<file path="config.mk">
export PLATFORM = sky130hd
export DESIGN_NAME = neuron_layer_sequencer
export DESIGN_NICKNAME = d
export VERILOG_FILES = /design/src/rtl/neuron_layer_sequencer.sv
export SDC_FILE = /design/constraint.sdc
export NUM_CORES = 1
export LEC_CHECK = 0
export ABC_AREA = 1
export CORE_MARGIN = 1
export CORE_UTILIZATION = 45
export DETAILED_ROUTE_END_ITERATION = 8
export GPL_TIMING_DRIVEN = 1
export PLACE_DENSITY = 0.85
export SETUP_SLACK_MARGIN = 0.3
export SYNTH_ARGS = -nofsm -noshare
export SYNTH_HDL_FRONTEND = slang
export SYNTH_SLANG_ARGS = --single-unit
</file>
<file path="constraint.sdc">
create_clock -name clk -period 5.23 [get_ports clk]
set_clock_uncertainty 0.1 [all_clocks]
set_input_delay 1.046 -clock clk [delete_from_list [all_inputs] [get_ports clk]]
set_output_delay 1.046 -clock clk [all_outputs]
set_load 0.1 [all_outputs]
</file>
<file path="src/rtl/neuron_layer_sequencer.sv">
// rtl/neuron_layer_sequencer.sv - time-multiplexes one singleNeuron across a fully connected layer
//
// Ports:
//   clk, rst          rising-edge clock, asynchronous active-high reset
//   start, in_vec     pass request pulse and layer input vector (sampled on accepted start)
//   wAddr, wRd, wData synchronous weight ROM: row address, read strobe, row data (next cycle)
//   nRst, nStart      reset and start pulse to the neuron; shiftEn is constant 0
//   nInVec, nWVec     latched input vector and weight row driven to the neuron
//   nOut, nReady      neuron result and level-valid flag
//   oWe, oAddr, oData layer output buffer write port
//   busy, done, err   pass in progress, end-of-pass pulse, sticky watchdog timeout
module neuron_layer_sequencer #(
    parameter int N       = 4,
    parameter int M       = 10,
    parameter int DW      = 8,
    parameter int TIMEOUT = 255,
    parameter int AW      = $clog2(M)
) (
    input  logic            clk,
    input  logic            rst,
    input  logic            start,
    input  logic [N*DW-1:0] in_vec,
    output logic [AW-1:0]   wAddr,
    output logic            wRd,
    input  logic [N*DW-1:0] wData,
    output logic            nRst,
    output logic            nStart,
    output logic            shiftEn,
    output logic [N*DW-1:0] nInVec,
    output logic [N*DW-1:0] nWVec,
    input  logic [DW-1:0]   nOut,
    input  logic            nReady,
    output logic            oWe,
    output logic [AW-1:0]   oAddr,
    output logic [DW-1:0]   oData,
    output logic            busy,
    output logic            done,
    output logic            err
);

    localparam int WW = $clog2(TIMEOUT + 1);
    // wd holds the number of RUN cycles already completed, so the TIMEOUT-th
    // RUN cycle is the last one that may still accept nReady.
    localparam logic [WW-1:0] WD_LAST = WW'(TIMEOUT - 1);
    localparam logic [AW-1:0] IDX_LAST = AW'(M - 1);

    typedef enum logic [2:0] {
        IDLE, FETCH, WAIT, CLR, FIRE, RUN, STORE, DONE
    } state_t;

    state_t          state, state_nxt;
    logic [AW-1:0]   index;
    logic [N*DW-1:0] in_lat;
    logic [N*DW-1:0] w_lat;
    logic [DW-1:0]   result;
    logic [WW-1:0]   wd;
    logic            err_q;

    always_ff @(posedge clk or posedge rst) begin
        if (rst) begin
            state <= IDLE;
        end else begin
            state <= state_nxt;
        end
    end

    always_comb begin
        state_nxt = state;
        case (state)
            IDLE:    if (start) state_nxt = FETCH;
            FETCH:   state_nxt = WAIT;
            WAIT:    state_nxt = CLR;
            CLR:     state_nxt = FIRE;
            FIRE:    state_nxt = RUN;
            RUN:     if (nReady || wd == WD_LAST) state_nxt = STORE;
            STORE:   state_nxt = (index == IDX_LAST) ? DONE : FETCH;
            DONE:    state_nxt = IDLE;
            default: state_nxt = IDLE;
        endcase
    end

    always_ff @(posedge clk or posedge rst) begin
        if (rst) begin
            index  <= '0;
            in_lat <= '0;
            w_lat  <= '0;
            result <= '0;
            wd     <= '0;
            err_q  <= 1'b0;
        end else begin
            case (state)
                IDLE: begin
                    if (start) begin
                        in_lat <= in_vec;
                        index  <= '0;
                        err_q  <= 1'b0;
                    end
                end
                WAIT: w_lat <= wData;
                FIRE: wd <= '0;
                RUN: begin
                    wd <= wd + WW'(1);
                    // A ready in the final watchdog cycle still counts as a result.
                    if (nReady) begin
                        result <= nOut;
                    end else if (wd == WD_LAST) begin
                        err_q  <= 1'b1;
                        result <= '0;
                    end
                end
                STORE: begin
                    if (index != IDX_LAST) index <= index + AW'(1);
                end
                default: ;
            endcase
        end
    end

    // Neuron is held in reset while idle and for one CLR cycle per neuron so a
    // stale nReady from the previous neuron cannot be mistaken for a result.
    assign nRst    = (state == IDLE) || (state == CLR);
    assign nStart  = (state == FIRE);
    assign shiftEn = 1'b0;
    assign wRd     = (state == FETCH);
    assign wAddr   = index;
    assign nInVec  = in_lat;
    assign nWVec   = w_lat;
    assign oWe     = (state == STORE);
    assign oAddr   = index;
    assign oData   = result;
    assign busy    = (state != IDLE);
    assign done    = (state == DONE);
    assign err     = err_q;

endmodule

</file>
**After elaboration in Yosys (flattened, before gate mapping)**

Cells that the tools add are included.

- Reduce and logical (&&, ||, !) cells: 13
- Shifts and indexed selects: 0
- $mul: 0
- $lt $le $gt $ge: 0
- $add $sub $neg: 2
- Multiplexer cells: 14
- Eq/ne operators: 15
- Divide/modulo/power cells: 0
- Bitwise logic cells: 0

Operators with widths:

| kind | count |
|---|---|
| 3-bit case mux with 8 select lines | 1 |
| 8-bit two-way mux | 2 |
| 8-bit case mux with 2 select lines | 1 |
| 3-bit equality test (second input constant) | 4 |
| 3-bit two-way mux | 3 |
| 8-bit by 1-bit adder with 8-bit output (second input constant) | 1 |
| 8-bit equality test (second input constant) | 1 |
| 4-bit two-way mux | 2 |
| 2-bit != test (second input constant) | 4 |
| 4-bit case mux with 2 select lines | 1 |
| 2-bit nonzero test | 4 |
| 3-bit by 2-bit equality test with 1-bit output (second input constant) | 2 |
| 2-bit AND reduction | 3 |
| 4-bit by 1-bit adder with 4-bit output (second input constant) | 1 |
| 4-bit equality test (second input constant) | 1 |
| 4-bit != test (second input constant) | 1 |
| 4-bit AND reduction | 1 |
| 3-bit by 1-bit equality test with 1-bit output (second input constant) | 1 |
| 3-bit zero test | 1 |
| 1-bit two-way mux | 3 |
| 3-bit AND reduction | 1 |
| 3-bit nonzero test | 1 |
| 1-bit logical OR | 2 |
| 2-bit by 1-bit != test with 1-bit output (second input constant) | 1 |
| 1-bit case mux with 2 select lines | 1 |

- Memory bits (read-only): 0
- Flip-flop bits (word level): 88
- Output and inout bits: 88
- RAM bits: 0
- Memories kept: 0
- Word-level logic and storage cells: 51
- Bits of input ports: 76
- Latch bits: 0

**Depth between registers and ports, before layout**

- Depth in word-level cells: 4
- Mapped depth: 9
- Gate-level depth less buffers: 9

**Worst setup path before layout**

Ideal clock, no wire load.

- Kind: flip-flop to output port
- From: register state[1]
- To: output port done
- Required time: 4.084 ns
- Path slack: 1.404 ns
- Stages on the path, launching flop included: 3
- Path buffers: 0
- Arrival time: 2.680 ns
- Cells stage by stage: dfrtp_1 > inv_1 > nor3_1

- Longest elaborated chain between the ends: 1

RTL lines:

| item | RTL line | RTL |
|---|---|---|
| start, declared | 51 | `state_t state, state_nxt;` |
| start signal, assigned | 63 | `state <= state_nxt;` |
| 3-bit equality test | 132 | `assign done = (state == DONE);` |
| end, declared | 37 | `output logic done,` |

No other way between the ends.

**Worst setup path after layout**

- From: register state[0]
- To: output port oWe

- Longest elaborated chain between the ends: 1

RTL lines:

| item | RTL line | RTL |
|---|---|---|
| 3-bit equality test | 128 | `assign oWe = (state == STORE);` |
| end, declared | 33 | `output logic oWe,` |

No other way between the ends.

==> impl_metrics.ini <==
[cells_and_area]
fill_cells = 651
drive_gt1_share_pct = 5.06
syn_to_final_growth_pct = 49.6
fin_nets = 668
diodes = 0
fin_area_mm2 = 0.00565

[setup_path]
cp.arrival_ns = 2.61
worstPathMaxFanout = 7
end_kind = output pin
critical_path_class = reg -> out
startpoint_type = flop
cp.required_ns = 4.08

[routing]
drtPass1Iterations = 4
drc_errors = 0
drt_wl_total_um = 9300
vias_per_cell = 4.80
avgRoutedWirePerCell_um = 13.3
drtIter0Drc = 105
antenna_left = 0
vias = 3351

[sta]
fin_setup_tns_ns = 0
layout_min_cycle_time_ns = 3.75
max_slew_margin_pct = 31.9
rsz0062_at_grt = false
worst-slew-pin-transition_ns = 1.02
layout_worst_path_cycle_share_pct = 71.7
setup_violations = 0
drv_slew = 0
max_freq_mhz = 267
hold_viol = 0

[clock_network]
clockBufferDepth = 2
h-tree-depth = 3
insertion_delay_ns = 0.35
clock-root-buffer = clkbuf_8
cts_tree = done
cts_made_buffers = 9
ctsHoldBuffers = 0
cts_resized = 0
clock_sinks = 88
cts.reportedPaths.clkPinSlew_ns = 0.10
post-cts-setup-buffers = 0

[synth]
synth_commonest_cells = nand2_1 (230), dfrtp_1 (88), nand3_1 (25)
ys_types = 28
yosysSeqAreaShare_pct = 58.4
synth_edf_count = 0
async_flop_share_pct = 100
synth_area_mm2 = 0.00377
ys_top_cells_by_area = dfrtp_1 (58%), nand2_1 (23%), nand3_1 (3.3%)
synth.top_cell.area_share_pct = 58.4
ys.warnings.count = 0
synth_top_area_cell = dfrtp_1
synth_seq_cells = 88
yosys.cell_count.top_type = nand2_1
synthesis.nets = 514
syn_inst = 434
avgSynthCellArea_um2 = 8.69
synth-main-ff-cell = dfrtp_1

[run_status]
run_status = complete, no violations

[floorplan]
std_cell_rows = 33
die_y_um = 93.6
start_util_pct = 46.2
die_x_um = 93.6
coreArea_mm2 = 0.00818
die-area_mm2 = 0.00876
ios = 164

[placed_design]
place_area_mm2 = 0.00539
dp.final_hpwl_um = 6660
portBuffers = 162
gp_congestion = 0.819

[global_routing]
grt_antenna_before_repair = 0
grt_pass1_vias = 3167
grt_pass1_wl_um = 14600
grt_max_degree = 57
overflow = 0
grt_usage_pct = 21.6

[hold_path]
hold_class = reg -> reg

[flow_run]
maxCapViolations = 0
==> area by class of cell <==
type / count / area, µm² / area share (%)
well taps: 105 / 131 / 2.33
clock buffers: 12 / 155 / 2.75
repair buffers: 163 / 1630 / 28.9
multi-input cells: 308 / 1360 / 24.1
flip-flops and latches: 88 / 2200 / 39.0
inverters: 18 / 68.8 / 1.22
clock inverters: 4 / 98.8 / 1.75
==> through the flow <==
stage,setup slack (ns),hold slack [ns],instances,util [%]
after floorplan,1.40,0.363,434,-
after global placement,1.93,0.352,682,65.9
after detailed placement,1.87,0.358,682,65.9
after CTS,1.48,0.376,698,69.1
after global routing,1.39,0.404,698,69.1
final,1.48,0.373,698,69.1
==> per-layer routing <==
layer  routed length (µm)  global-route usage, %  share of wire [%]
met1                 3860                   25.6                 42
met2                 4600                   37.3                 49
met3                  706                   5.45                7.6
met4                  128                   9.23                1.4
met5                    0                      0                  0
==> critical path, cell delays in order, from the launching register on <==
cell	delay, ns
dfrtp_1	0.50
inv_2	0.19
nand3_1	0.19
inv_1	0.17
clkdlybuf4s50_1	1.19
==> cell families after synthesis <==
| group | share of synthesized area, % |
|---|---|
| AND/OR/NAND/NOR | 31.1 |
| flip-flops | 58.4 |
| buffers and inverters | 5.60 |
| AO/OA/AOI/OAI | 2.82 |
| adder cells (fa/ha/maj) | 1.33 |
| XOR/XNOR | 0.696 |
| other | 0.0994 |
==> layout by cell type, fill, tap and decap left out, drive strengths merged <==
master         instances
a21oi                  7
a31oi                  1
buf                    1
bufinv                 3
clkbuf                12
clkdlybuf4s50        162
clkinv                 1
conb                   1
dfrtp                 88
ha                     4
inv                   18
nand2                232
nand3                 28
nand3b                 1
nand4                  3
nor2                  14
nor3                   2
o21ai                 10
o21bai                 1
o31ai                  1
xor2                   3
==> final timing paths <==
kind	start	to	slack [ns]	depth (start not counted)
min in group asynchronous	rst	state[2]$_DFFE_PP0P_	1.11	2
hold / removal	nWVec[24]$_DFFE_PP0P_	nWVec[24]$_DFFE_PP0P_	0.37	2
max in group asynchronous	rst	nInVec[16]$_DFFE_PP0P_	2.96	3
setup reg to reg	state[0]$_DFFE_PP0P_	nInVec[5]$_DFFE_PP0P_	2.81	5
setup / recovery	state[0]$_DFFE_PP0P_	oWe	1.48	4
hold reg to reg	nWVec[24]$_DFFE_PP0P_	nWVec[24]$_DFFE_PP0P_	0.37	2
==> flip-flops by register name, summed over array words and instances (netlist names) <==
name and cells:
err 1, nWVec 32, state 3, oData 8
oAddr 4, nInVec 32, wd 8
Power is not shown: default switching activity piles up to over one toggle a cycle in this logic, so the estimate is an artifact.
==> variant 1: new RTL, config.mk and constraints unchanged <==
Reset style: synchronous (`rst`), changed in 2 clocked blocks. Comments in the files are not updated.
--- a/src/rtl/neuron_layer_sequencer.sv
+++ b/src/rtl/neuron_layer_sequencer.sv
@@ -57,5 +57,5 @@
     logic            err_q;
 
-    always_ff @(posedge clk or posedge rst) begin
+    always_ff @(posedge clk) begin
         if (rst) begin
             state <= IDLE;
@@ -80,5 +80,5 @@
     end
 
-    always_ff @(posedge clk or posedge rst) begin
+    always_ff @(posedge clk) begin
         if (rst) begin
             index  <= '0;
Function: differs if rst is asserted again (counterexample within 4 cycles, from zero or initial values and one cycle with rst high); with rst held inactive, the same outputs for 10 cycles.
==> variant 1 against the unedited design <==
Sequential cell count unchanged. Wire length did not move. Core utilization rose by 2.8 points. Design area shrank 5.7%. Fmax up 1.3%. First-iteration DRC count up 50%. Setup slack gained 0.049 ns. Synthesized area shrank 6.4%. Worst hold slack worse by 0.026 ns. Die area decreased by 6.2%. Largest cell class unchanged.
==> variant 1: results (changes against the unedited design) <==
[outcome]
status=finished, final reports clean

[min_path]
min_to=nInVec[22]$_SDFFE_PP0P_

[placed_design]
dpl_cell_area_um2=5120  ; -5.0%
pre_cts_slack_ns=1.66  ; -0.211 ns
globalplace.congestion=0.843  ; +2.9%

[global_route]
grt_max_degree=67  ; +18%
grt_usage=0.226  ; +0.00914
grt_pass1_wl_mm=15.2  ; +3.8%
grt_pass1_vias=3268  ; +3.2%

[logic_synthesis]
synth_nets=538  ; +4.7%
yosysSeqAreaShare=0.499  ; -0.0850
synthArstFlopShare=0  ; -1.00
synthAdderAreaFrac=0.0142  ; +0.000902
synth_xor_area_frac=0  ; -0.00696
synthTopCellsByCount=dfxtp_1 (88), nor2_1 (81), o21ai_0 (69)
synth_compound_area_frac=0.178  ; +0.150
ys_top_cells_by_area=dfxtp_1 (50%), o21ai_0 (9.8%), nor2_1 (8.6%)

[cells_and_area]
nNetsFinal=686  ; +2.7%
drive_above_1_share=0.0524  ; +0.00178

[drt]
vias=3500  ; +4.4%
wire_per_inst_um=13.1  ; -1.7%
drtIter0Drc=158  ; +50%

[setup_path]
cp.arrival_ns=2.56  ; -0.05 ns
reg2reg_depth=8  ; +3
timing.rr.end=oAddr[1]$_SDFFE_PP0P_
regToRegStartpoint=state[2]$_SDFFE_PP0P_
reg2reg_slack_ns=3.11  ; +0.30 ns

## variant 1: cells by family (layout without fill, tap and decap cells)
kind of cell / count (synthesis) / count (layout)
AOI/OAI and AO/OA: 125 / 125
other: 1 / 1
and+or+nand+nor: 159 / 159
buffers and inverters: 81 / 234
adders and majority gates: 4 / 4
DFF: 88 / 88
## variant 1: layout make-up
cell class | instances | area (µm²)
fillers | 557 | 2080
flip-flops and latches | 88 | 1760
repair buffers | 165 | 1640
multi-input cells | 289 | 1390
inverters | 53 | 199
clock buffers | 9 | 124
well taps | 99 | 124
clock inverters | 7 | 78.8
## variant 1: how the worst max path moves through the flow
stage / startpoint / to / slack (ns) / cells after the start
final: state[2]$_SDFFE_PP0P_ / done / 1.53 / 3
after global routing: state[2]$_SDFFE_PP0P_ / done / 1.45 / 3
after CTS: state[2]$_SDFFE_PP0P_ / done / 1.51 / 3
after detailed placement: rst / nWVec[10]$_SDFFE_PP0P_ / 1.66 / 5
after global placement: rst / nWVec[17]$_SDFFE_PP0P_ / 1.72 / 5
after floorplan: state[2]$_SDFFE_PP0P_ / done / 1.42 / 3
## variant 1: layer usage
metal | track usage | routed length (µm) | share of wire | vias up
met5 | 0 | 0 | 0 | -
met3 | 0.0581 | 878 | 0.094 | 13
li1 | - | - | - | 1757
met2 | 0.374 | 4270 | 0.46 | 160
met4 | 0.0712 | 121 | 0.013 | 0
met1 | 0.286 | 4020 | 0.43 | 1570
## variant 1: per-stage QoR
stage                     cells  hold WS, ns   util
after CTS                   710        0.351  0.719
after floorplan             458        0.354      -
after global placement      694        0.332  0.691
after global routing        710        0.364  0.719
after detailed placement    694        0.337  0.691
final                       710        0.347  0.719
## variant 1: worst max-delay path, stage by stage (launching register included)
cell             delay, ns
dfxtp_1               0.54
inv_1                 0.23
nor3_1                0.26
clkdlybuf4s50_1       1.18
## variant 1: report_power, final
| group | switching [mW] | internal [mW] |
|---|---|---|
| sequential | 0.0420 | 0.739 |
| clock | 0.251 | 0.225 |
| combinational | 0.690 | 0.215 |
| total | 0.983 | 1.18 |
==> variant 2: new RTL, same flow settings <==
Without the edit above. `TIMEOUT`: 255 -> 510.
--- a/src/rtl/neuron_layer_sequencer.sv
+++ b/src/rtl/neuron_layer_sequencer.sv
@@ -14,5 +14,5 @@
     parameter int M       = 10,
     parameter int DW      = 8,
-    parameter int TIMEOUT = 255,
+    parameter int TIMEOUT = 510,
     parameter int AW      = $clog2(M)
 ) (
Formal check against the unedited RTL: no difference found for any inputs over 10 cycles, from zero or initial values and one cycle with rst high; that may be too few to reach the edited logic, so the function may still have changed.
==> variant 2 against the unedited design <==
Sequential cell count grew 1. Global-route usage grew 1.4 points. Wire length up 5.4%. Design area rose by 0.29%. Via count rose by 3.0%. Core utilization increased by 0.20 points. Synthesized cell count is 3.5% higher. Synthesized area about the same. Fmax is 4.2% higher. Setup slack better by 0.15 ns.
Power is left out: the tool's default activity adds up to more than one toggle a clock period on the data nets, which glitch-free logic cannot reach.
==> variant 2: results (changes against the unedited design) <==
[clocking]
cts_buffers=9  ; unchanged
insertion_delay_ns=0.35  ; about the same

[logic_synthesis]
ys_top_cells_by_area=dfrtp_1 (59%), nand2_1 (23%), nand3_1 (3.8%)
synthTopCellsByCount=nand2_1 (231), dfrtp_1 (89), nand3_1 (29)
yosysSeqAreaShare=0.591  ; +0.00722
synth_nets=529  ; +2.9%
synth_xor_area_frac=0.00232  ; -0.00464
synth.distinct_cells=24  ; -14%
synth_compound_area_frac=0.0262  ; -0.00196

[setup_path]
reg2reg_slack_ns=2.96  ; +0.15 ns
timing.rr.end=nInVec[12]$_DFFE_PP0P_
crit_fanout=6  ; -1
cp.arrival_ns=2.45  ; -0.16 ns

[drt]
drtIter0Drc=142  ; +35%
wire_per_inst_um=13.7  ; +3.0%

[sta]
holdWs_ns=0.378  ; +0.00479 ns
slew_headroom=0.311  ; -0.00774

[global_route]
grt_pass1_vias=3353  ; +5.9%
grt_antenna_before_repair=0  ; unchanged
grtUsageMet2=0.385  ; +0.0123
grt_usage=0.231  ; +0.0143
use_met3=0.0561  ; +0.00163
grt_max_degree=61  ; +7.0%
use_met1=0.280  ; +0.0242
grt_pass1_wl_mm=15.4  ; +5.4%

[placed_design]
globalplace.congestion=0.797  ; -2.7%
dpl.hpwl_mm=7.01  ; +5.2%

[cells_and_area]
drive_above_1_share=0.0509  ; +0.000313
fillCellCount=644  ; -1.1%
nNetsFinal=684  ; +2.4%

[outcome]
status=finished, final reports clean

[min_path]
hold_path_startpoint=nWVec[0]$_DFFE_PP0P_

-- variant 2: per-stage QoR --
stage	setup WS [ns]	instance area, µm²	std cells
after global routing	1.50	5660	714
after detailed placement	2.02	5440	698
after CTS	1.62	5660	714
after floorplan	1.47	3770	449
final	1.63	5660	714
after global placement	2.06	5440	698
-- variant 2: metal layers --
metal  part of all wire  vias up  wire (µm)
met5                  0        -          0
met4              0.023        0        226
met3              0.073       17        714
met2               0.48      134       4700
met1               0.42     1616       4150
li1                   -     1684          -
-- variant 2: cell type report --
cell class,instances,area (µm²),share of cell area
Clock inverter,7,103,0.0181
Multi-Input combinational cell,316,1350,0.238
Timing Repair Buffer,164,1640,0.289
Sequential cell,89,2230,0.393
Clock buffer,9,124,0.0219
Inverter,24,91.3,0.0161
Tap cell,105,131,0.0232
-- variant 2: logic make-up after synthesis --
| group | after synthesis |
|---|---|
| fa+ha+maj | 4 |
| buf+inv | 44 |
| compound gates | 19 |
| other cells | 1 |
| flops | 89 |
| simple gates | 291 |
| xor+xnor | 1 |
